## src/rtl/mont_pkg.sv

```systemverilog
// Shared definitions for the sequential Montgomery multiplier/reducer.
// Holds the FSM state type, mode encodings and the default operand width.
package mont_pkg;

  localparam int DEFAULT_WIDTH = 32;

  localparam logic MODE_MUL  = 1'b0;
  localparam logic MODE_REDC = 1'b1;

  typedef enum logic [1:0] {
    IDLE  = 2'd0,
    RUN   = 2'd1,
    FINAL = 2'd2,
    DONE  = 2'd3
  } mont_state_e;

endpackage

```

## src/rtl/mont_step.sv

```systemverilog
// One radix-2 Montgomery iteration: optional add of b, add m when odd, halve.
// Purely combinational; the accumulator register lives in mont_mul_seq.
module mont_step #(
  parameter int WIDTH = 32
) (
  input  logic [2*WIDTH:0]   s_in,
  input  logic               add_b,
  input  logic [WIDTH-1:0]   b,
  input  logic [WIDTH-1:0]   m,
  output logic [2*WIDTH:0]   s_out
);

  logic [2*WIDTH+1:0] sum_b;
  logic [2*WIDTH+1:0] sum_m;

  // One spare bit above the accumulator keeps the additions overflow-free.
  always_comb begin
    sum_b = {1'b0, s_in};
    if (add_b)
      sum_b = sum_b + {{(WIDTH+2){1'b0}}, b};
    sum_m = sum_b;
    if (sum_b[0])
      sum_m = sum_b + {{(WIDTH+2){1'b0}}, m};
    s_out = (2*WIDTH+1)'(sum_m >> 1);
  end

endmodule

```

## src/rtl/mont_mul_seq.sv

```systemverilog
// Sequential bit-serial Montgomery multiply (a*b*R^-1 mod m) and REDC (x*R^-1 mod m).
// One iteration per clock for n cycles, then a single conditional-subtract cycle.
module mont_mul_seq
  import mont_pkg::*;
#(
  parameter int WIDTH = DEFAULT_WIDTH,
  parameter int NW    = $clog2(WIDTH+1)
) (
  input  logic                 clk,
  input  logic                 rst_n,
  input  logic                 in_valid,
  output logic                 in_ready,
  input  logic                 mode,
  input  logic [2*WIDTH-1:0]   a,
  input  logic [WIDTH-1:0]     b,
  input  logic [WIDTH-1:0]     m,
  input  logic [NW-1:0]        n,
  output logic                 out_valid,
  input  logic                 out_ready,
  output logic [WIDTH-1:0]     result,
  output logic                 err
);

  mont_state_e state, state_next;

  logic                mode_q;
  logic [WIDTH-1:0]    a_sh;
  logic [WIDTH-1:0]    b_q;
  logic [WIDTH-1:0]    m_q;
  logic [NW-1:0]       n_q;
  logic [NW-1:0]       bit_cnt;
  logic [2*WIDTH:0]    acc;
  logic [2*WIDTH:0]    acc_step;
  logic [2*WIDTH:0]    m_ext;
  logic [WIDTH-1:0]    reduced;
  logic [WIDTH-1:0]    result_q;
  logic                err_q;
  logic                req_legal;
  logic                last_bit;

  assign req_legal = m[0] && (n != '0) && (n <= NW'(WIDTH));
  assign last_bit  = (bit_cnt == n_q - NW'(1));
  assign m_ext     = {{(WIDTH+1){1'b0}}, m_q};
  assign reduced   = (acc >= m_ext) ? WIDTH'(acc - m_ext) : acc[WIDTH-1:0];

  mont_step #(.WIDTH(WIDTH)) u_step (
    .s_in  (acc),
    .add_b ((mode_q == MODE_MUL) && a_sh[0]),
    .b     (b_q),
    .m     (m_q),
    .s_out (acc_step)
  );

  always_ff @(posedge clk or negedge rst_n) begin
    if (!rst_n)
      state <= IDLE;
    else
      state <= state_next;
  end

  always_comb begin
    state_next = state;
    unique case (state)
      IDLE:    if (in_valid) state_next = req_legal ? RUN : DONE;
      RUN:     if (last_bit) state_next = FINAL;
      FINAL:   state_next = DONE;
      DONE:    if (out_ready) state_next = IDLE;
      default: state_next = IDLE;
    endcase
  end

  always_comb begin
    in_ready  = (state == IDLE);
    out_valid = (state == DONE);
  end

  // Operands are latched on accept so the caller may change its inputs immediately.
  always_ff @(posedge clk or negedge rst_n) begin
    if (!rst_n) begin
      mode_q   <= MODE_MUL;
      a_sh     <= '0;
      b_q      <= '0;
      m_q      <= '0;
      n_q      <= '0;
      bit_cnt  <= '0;
      acc      <= '0;
      result_q <= '0;
      err_q    <= 1'b0;
    end else begin
      unique case (state)
        IDLE: begin
          if (in_valid) begin
            mode_q   <= mode;
            a_sh     <= a[WIDTH-1:0];
            b_q      <= b;
            m_q      <= m;
            n_q      <= n;
            bit_cnt  <= '0;
            acc      <= (mode == MODE_REDC) ? {1'b0, a} : '0;
            result_q <= '0;
            err_q    <= !req_legal;
          end
        end
        RUN: begin
          acc     <= acc_step;
          a_sh    <= a_sh >> 1;
          bit_cnt <= bit_cnt + NW'(1);
        end
        FINAL: begin
          result_q <= reduced;
        end
        DONE: begin
          if (out_ready)
            err_q <= 1'b0;
        end
        default: ;
      endcase
    end
  end

  assign result = result_q;
  assign err    = err_q;

endmodule

```

## config.mk

```make
export PLATFORM = sky130hd
export DESIGN_NAME = mont_mul_seq
export DESIGN_NICKNAME = d
export VERILOG_FILES = /design/src/rtl/mont_pkg.sv /design/src/rtl/mont_step.sv /design/src/rtl/mont_mul_seq.sv
export SDC_FILE = /design/constraint.sdc
export NUM_CORES = 1
export LEC_CHECK = 0
export CAP_MARGIN = 20
export CORE_UTILIZATION = 40
export CTS_CLUSTER_SIZE = 8
export DETAILED_ROUTE_END_ITERATION = 6
export DONT_BUFFER_PORTS = 1
export SETUP_SLACK_MARGIN = 0.2
export SYNTH_ARGS = -nofsm -noshare
export SYNTH_HDL_FRONTEND = slang
export SYNTH_SLANG_ARGS = --single-unit
```

## constraint.sdc

```tcl
create_clock -name clk -period 7.51 [get_ports clk]
set_input_delay 1.1265 -clock clk [delete_from_list [all_inputs] [get_ports clk]]
set_output_delay 1.1265 -clock clk [all_outputs]
set_load 0.02 [all_outputs]
```

Yosys cells after proc, flatten, opt, wreduce, memory -nomap -nowiden
Index checks and enable logic that the tools add are counted.

Word-level logic and storage cells: 59. Input port bits: 139. Output and inout bits: 35. Bits in registers: 209.

Reduce and logical (&&, ||, !) cells: 14. Order comparisons: 2. Add/subtract/negate cells: 5. Mux-type cells: 20. Bitwise operators: 1. Eq/ne operators: 7.

Operator list (number): $mux 66 (2); $pmux 65 s2 (1); $pmux 32 s2 (2); $mux 32 (3); $add 65x32->66 (1); $add 66x32->66 (1); $ge 65x32->1 (1); $mux 65 (1); $mux 64 (1); $sub 32x32->32 (1); $pmux 6 s2 (1); $mux 2 (4); $pmux 2 s4 (1); $add 6x1->6 const B (1); $eq 6x6->1 (1); $le 6x6->1 const B (1); $mux 6 (1); $reduce_and 2->1 (3); $reduce_and 3->1 (2); $reduce_bool 2->1 (3); $reduce_bool 6->1 (1); $sub 6x1->6 const B (1); $eq 2x2->1 const B (2); $ne 2x2->1 const B (2); 8 further kinds (11).

Logic depth before layout (Yosys ltp)
Word-level depth: 6. Gate-level depth with buffers: 27. Mapped depth without buffers: 25.

Modules after synthesis
From an unflattened synthesis, not the netlist that was laid out.

Cell total of the unflattened synthesis: 2006. Area, all modules: 16990.0 µm².

By module, submodules not included: mont_mul_seq (area each 10841.6 µm², cells each 1092, instances 1, seq. area each 5230.0 µm²); mont_step (area each 6148.4 µm², cells each 914, instances 1, seq. area each 0.0 µm²).

Worst setup path before layout
OpenSTA, ideal clock, no wires.

Path type: reg-to-reg. Start point: register acc[0]. End point: register acc[58]. Library setup time: 0.126 ns. Required time: 7.384 ns. Slack: 1.832 ns. Path buffers: 1. Arrival time: 5.553 ns. Stages on the path, launching flop included: 25. Clock period less this slack: 5.678 ns. Cell sequence: dfrtp_1 ha_1 inv_1 fa_1 nor2b_1 o31ai_1 a211o_1 nor2b_1 o21a_1 xor2_1 o21ai_0 ha_1 and2_4 nand4_1 or3_1 o211a_4 a2111oi_2 a311o_2 a221o_1 or3b_4 or4b_1 buf_6 nor4_4 mux2i_1 nand2_1.

Longest elaborated chain between the ends: 5.

Ends and longest elaborated chain: start, declared (line mont_mul_seq.sv:32) `logic [2*WIDTH:0] acc;`; start signal, assigned (line mont_mul_seq.sv:99) `acc <= (mode == MODE_REDC) ? {1'b0, a} : '0;`; start signal, assigned (line mont_mul_seq.sv:105) `acc <= acc_step;`; $add 65x32->66 (line mont_step.sv:20) `sum_b = sum_b + {{(WIDTH+2){1'b0}}, b};`; $mux 66 (*) (line mont_step.sv:19) `if (add_b)`; $add 66x32->66 (line mont_step.sv:23) `sum_m = sum_b + {{(WIDTH+2){1'b0}}, m};`; $mux 66 (*) (line mont_step.sv:22) `if (sum_b[0])`; $pmux 65 s2 (*) (line mont_mul_seq.sv:90) `unique case (state)`.

Every way passes the cells marked *; elsewhere a longest branch is shown, timed or not. A chain may end at the register's enable or synchronous reset.

Final worst setup path
Start point: register acc[0]. End point: register acc[51].

The elaborated chain is that of the path after synthesis.

==> impl_metrics.tcl <==
set metrics [dict create \
    cp_max_fo 16 \
    drc 4 \
    fin_skew_ps 42.0 \
    start_kind "flop" \
    area_growth_pct 7.90 \
    htreeDepth 1 \
    gp_congestion 1.00 \
    synth_flop_cell "dfrtp_1" \
    dp_hpwl_um 41500 \
    crit_chain "ha_1 > inv_1 > fa_1 > nor2b_1 > o31ai_1 > a211o_1 > nor2b_1 > o21a_1 > o31ai_1 > a21oi_1 > xnor2_1 > nand2_1 > nand2_1 > ha_1 > and2_1 > a41oi_1 > o21ai_0 > a31oi_1 > o21ai_0 > or4b_2 > or4_1 > or4_1 > nand3_1 > a21oi_1" \
    grt_pass1_wl_um 86700 \
    finalSetupViolCount 0 \
    nets 2156 \
    grt_pass1_vias 14800 \
    start_util_pct 40.9 \
    drv_cap 0 \
    syn_nets 2206 \
    ant_nets 0 \
    clk_pin_slew_ps 60 \
    nFillCells 4084 \
    violations "design-rule violations" \
    die_h_um 205 \
    io_buffers 0 \
    syn-cell-area_um2 16400 \
    cts_hold_buf 0 \
    fmax_mhz 148 \
    critPathArrivalTime_ps 7210 \
    async_reset_ff_share_pct 100 \
    critPathMaxStageDelay_ps 790 \
    stdcell_count 2446 \
    die_w_um 205 \
    place_inst 2404 \
    hold_path_class "in -> async" \
    core_um2 40200 \
    yosysSeqAreaShare_pct 31.8 \
    status "finished with violations" \
    min_period_ps 6740 \
    grt.overflow.total 0 \
    firstDrtPassIters 7 \
    crit_slowest_cell "or4_1" \
    num_rows 73 \
    finalWirelength_um 56100 \
    cts_made_buffers 31 \
    hold_violations 0 \
    ff2ff_path_depth 24 \
    syn_area_per_cell_um2 8.38 \
    synthCells 1962 \
    final_max_slew_viol_count 0 \
    wl_per_cell_um 22.9 \
    synth-edff-count 0 \
    cts_tree "built" \
    drtIter0Drc 1293 \
    ioPinCount 174 \
    multi_input_area_um2 10600 \
    synth_cell_types 84 \
    required_ps 7980 \
    worstSkewPairLatency_ps 610 \
    rsz0062_at_grt "false" \
    cts.sinks 209 \
    clk_path_buf_depth 3 \
    ys_warn_count 0 \
    postCtsSetupBuffers 0 \
    crit_type "reg -> reg" \
    synth-seq-cells 209 \
    max-slew-margin-rel_pct 25.1 \
    vias_per_cell 6.19 \
    die-area_um2 41900 \
    tns_ps 0 \
    endpoint_kind "flop" \
    period_share_pct 89.8 \
    vias 15100 \
    clock_tree.root_cell "clkbuf_16" \
    drive_gt1_share_pct 8.59 \
    fin_util_pct 44.2 \
    seq_area_um2 5230 \
    worst_pin_slew_ps 1120 \
    groute.usage.overall_pct 26.6 \
    cts_resized 0 \
    grt_antenna_before_repair 4 \
    grt_max_degree 210 \
]
==> metrics by stage <==
stage | setup WS (ps) | instance area, µm² | hold WS [ps]
2_1_floorplan | 1830 | 16400 | 474
3_3_place_gp | 1040 | 16900 | 494
3_5_place_dp | 869 | 16900 | 495
4_1_cts | 820 | 17700 | 191
5_1_grt | 226 | 17700 | 206
6_report | 769 | 17700 | 228
==> placed cells by master (no fill, tap or decap), types with 19 or more instances in the layout <==
| cell | Yosys | routed |
|---|---|---|
| ha_1 | 102 | 101 |
| o21ai_0 | 141 | 141 |
| mux2_2 | 72 | 72 |
| nor4_1 | 19 | 19 |
| a21oi_1 | 210 | 208 |
| o22ai_1 | 74 | 74 |
| and3_1 | 19 | 19 |
| dfrtp_1 | 209 | 209 |
| xor2_1 | 59 | 59 |
| a22oi_1 | 30 | 30 |
| xnor2_1 | 83 | 83 |
| nor2_1 | 154 | 154 |
| nand4_1 | 32 | 32 |
| inv_1 | 75 | 75 |
| nand2_1 | 191 | 189 |
| nor3_1 | 32 | 32 |
| clkbuf_16 | 0 | 31 |
| nand3_1 | 41 | 41 |
| a21o_1 | 45 | 45 |
==> logic make-up after synthesis <==
kind of cell,Yosys count,synth area share [%]
AO/OA/AOI/OAI,661,25.3
AND/OR/NAND/NOR,587,17.3
flip-flops,209,31.8
buffers and inverters,173,4.12
XOR/XNOR,142,7.56
adder cells (fa/ha/maj),105,8.12
multiplexers,85,5.80
==> final cells by class <==
cell class / count / area share (%)
Inverter: 75 / 1.59
Sequential cell: 209 / 29.5
Antenna cell: 1 / 0.0141
Tap cell: 525 / 3.70
Timing Repair Buffer: 15 / 0.635
Clock inverter: 3 / 0.169
Clock buffer: 38 / 4.63
Multi-Input combinational cell: 1580 / 59.8
==> path summary, 6_finish.rpt <==
path                       slack, ps  endpoint      from
setup reg to reg                 770   acc[51]    acc[0]
hold / removal                   230   b_q[10]     rst_n
hold reg to reg                  510  a_sh[31]  a_sh[31]
max in group asynchronous       7010   acc[41]     rst_n
setup / recovery                 770   acc[51]    acc[0]
min in group clk                 510  a_sh[31]  a_sh[31]
==> routing by layer <==
metal	wire length, µm	track usage [%]
met1	25300	37.0
met2	24600	41.0
met3	4110	4.49
met4	2070	9.89
met5	37	0
==> flip-flops by register name, summed over array words and instances (netlist names) <==
register / cells
acc: 65
state: 2
result: 32
n_q: 6
err: 1
b_q: 32
mode_q: 1
bit_cnt: 6
a_sh: 32
m_q: 32
==> Yosys cell counts (14+ instances only) <==
library cell | instances | area share (%)
nand4_1 | 32 | 1.2
nand2_1 | 191 | 4.4
a21o_1 | 45 | 2.1
xnor2_1 | 83 | 4.4
or3_1 | 14 | 0.53
mux2_2 | 72 | 4.9
o22ai_1 | 74 | 2.8
nor4_1 | 19 | 0.72
a22oi_1 | 30 | 1.4
a31oi_1 | 18 | 0.68
nand3_1 | 41 | 1.2
and3_1 | 19 | 0.72
xor2_1 | 59 | 3.1
nor2_1 | 154 | 3.5
dfrtp_1 | 209 | 32
a21oi_1 | 210 | 6.4
o21ai_0 | 141 | 4.3
o21a_1 | 17 | 0.78
clkbuf_1 | 82 | 1.9
ha_1 | 102 | 7.8
nor3_1 | 32 | 0.97
inv_1 | 75 | 1.7
==> worst max-delay path, delay by kind of cell (launching register included) <==
family / cells / cell delay (ps)
xor gates and xnor gates: 1 / 150
buffers and inverters: 1 / 70
DFF: 1 / 420
AOI/OAI and AO/OA: 10 / 2070
and+or+nand+nor: 9 / 2880
adders and majority gates: 3 / 1000
Power is not shown: default switching activity piles up to over one toggle a cycle in this logic, so the estimate is an artifact.
==> variant (same settings) <==
`DEFAULT_WIDTH`: 32 -> 16.
--- a/src/rtl/mont_pkg.sv
+++ b/src/rtl/mont_pkg.sv
@@ -4,3 +4,3 @@
 
-  localparam int DEFAULT_WIDTH = 32;
+  localparam int DEFAULT_WIDTH = 16;
 
Ports: changed (5 resized); port bits go from 174 to 93. No check against the original RTL was run, so the function may have changed too.
==> variant against the unedited design <==
First-iteration DRC count is 58% lower; worst setup slack better by 1.6 ns; routed wire length is 59% lower; die area is 48% lower; cell area is 49% lower; area after synthesis is 48% lower; sequential cell count is 98 lower; critical path type unchanged.
Power is left out: the tool's default activity adds up to more than one toggle a clock period on the data nets, which glitch-free logic cannot reach.
==> variant: results (changes against the unedited design) <==
* Clock skew after layout at 0.00948 ns (-0.0326 ns)
* Biggest fanout along the worst timing path at 5 (-11)
* Number of different library cells in the post-synthesis netlist at 85 (+1.2%)
* Slowest stage cell on the critical path: sky130_fd_sc_hd__a2111oi_4
* Post-synthesis sequential area ratio at 0.326 (+0.00783)
* Clock Latency Late Sink at 0.36 ns (-0.25 ns)
* Worst Path Arrival at 5.39 ns (-1.82 ns)
* Startpoint of the worst register-to-register path: b_q[0]
* FF-to-FF setup slack at 2.34 ns (+1.57 ns)
* Worst reg2reg path endpoint: acc[31]
* Placer congestion estimate at 0.892 (-11%)
* Number of clock buffers inserted by TritonCTS at 9 (-71%)
* Wire length of the first global-routing pass at 36.8 mm (-58%)
* Number of diodes at 0 (-1)
* Most numerous cell types in the synthesized netlist: sky130_fd_sc_hd__dfrtp_1, sky130_fd_sc_hd__nand2_1, sky130_fd_sc_hd__o21ai_0, sky130_fd_sc_hd__a21oi_1, sky130_fd_sc_hd__nor2_1
* Filler cell count in the final layout at 2,144 (-48%)
* Depth of the worst register-to-register path at 21 (-13%)
* Avg Synthesized Cell Area at 8.98 um2 (+7.2%)
* Count of H-tree levels built during CTS at 3 (+2)
* Dpl cell area at 0.00878 mm2 (-48%)
* Largest net degree at the start of global routing at 112 (-47%)
* Wire length per cell after detailed routing at 18.9 um (-18%)
* Tot GR Track Use at 0.216 (-0.0499)
* Nets at 1,054 (-51%)
* Aggregate routed wire length at 22.7 mm (-59%)
* Worst slack at placement at 2.42 ns (+1.55 ns)
* Outcome: completed
* Measured slew at the worst slew-check pin at 0.761 ns (-0.362 ns)
* Final-layout worst hold slack at 0.459 ns (+0.231 ns)
* Bufs on Longest Clock Path at 2 (-1)
* Largest register FFs at 33 (-49%)
* TritonRoute pass-1 iters at 5 (-2)
* Share of cells above drive strength 1 at 0.111 (+0.0249)
==> variant: kinds of logic after synthesis <==
family                     after synthesis  synth area share
AOI/OAI and AO/OA                      283             0.227
and+or+nand+nor                        271             0.159
DFF                                    111             0.326
buffers and inverters                   83            0.0379
xor gates and xnor gates                73            0.0750
muxes                                   72            0.0905
adders and majority gates               56            0.0848
==> variant: area by class of cell <==
type,instances,area (um2),share of cell area
clock buffer,14,274,0.0302
sequential,111,2780,0.306
multi-input combinational,755,5440,0.600
clock inverter,2,13.8,0.00152
timing repair buffer,10,75.1,0.00828
inverter,37,139,0.0153
tap,275,344,0.0379
==> variant: routing by layer <==
metal  track usage  part of all wire
met3        0.0552             0.076
met5             0                 0
met2         0.327              0.43
met4        0.0433             0.011
met1         0.308              0.48
==> variant: worst max-delay path: cells and delay by family (launching register included) <==
kind	cells	cell delay, ns
AOI/OAI and AO/OA	10	2.46
xor gates and xnor gates	2	0.33
adders and majority gates	3	0.83
buffers and inverters	1	0.08
DFF	1	0.38
and+or+nand+nor	5	0.95
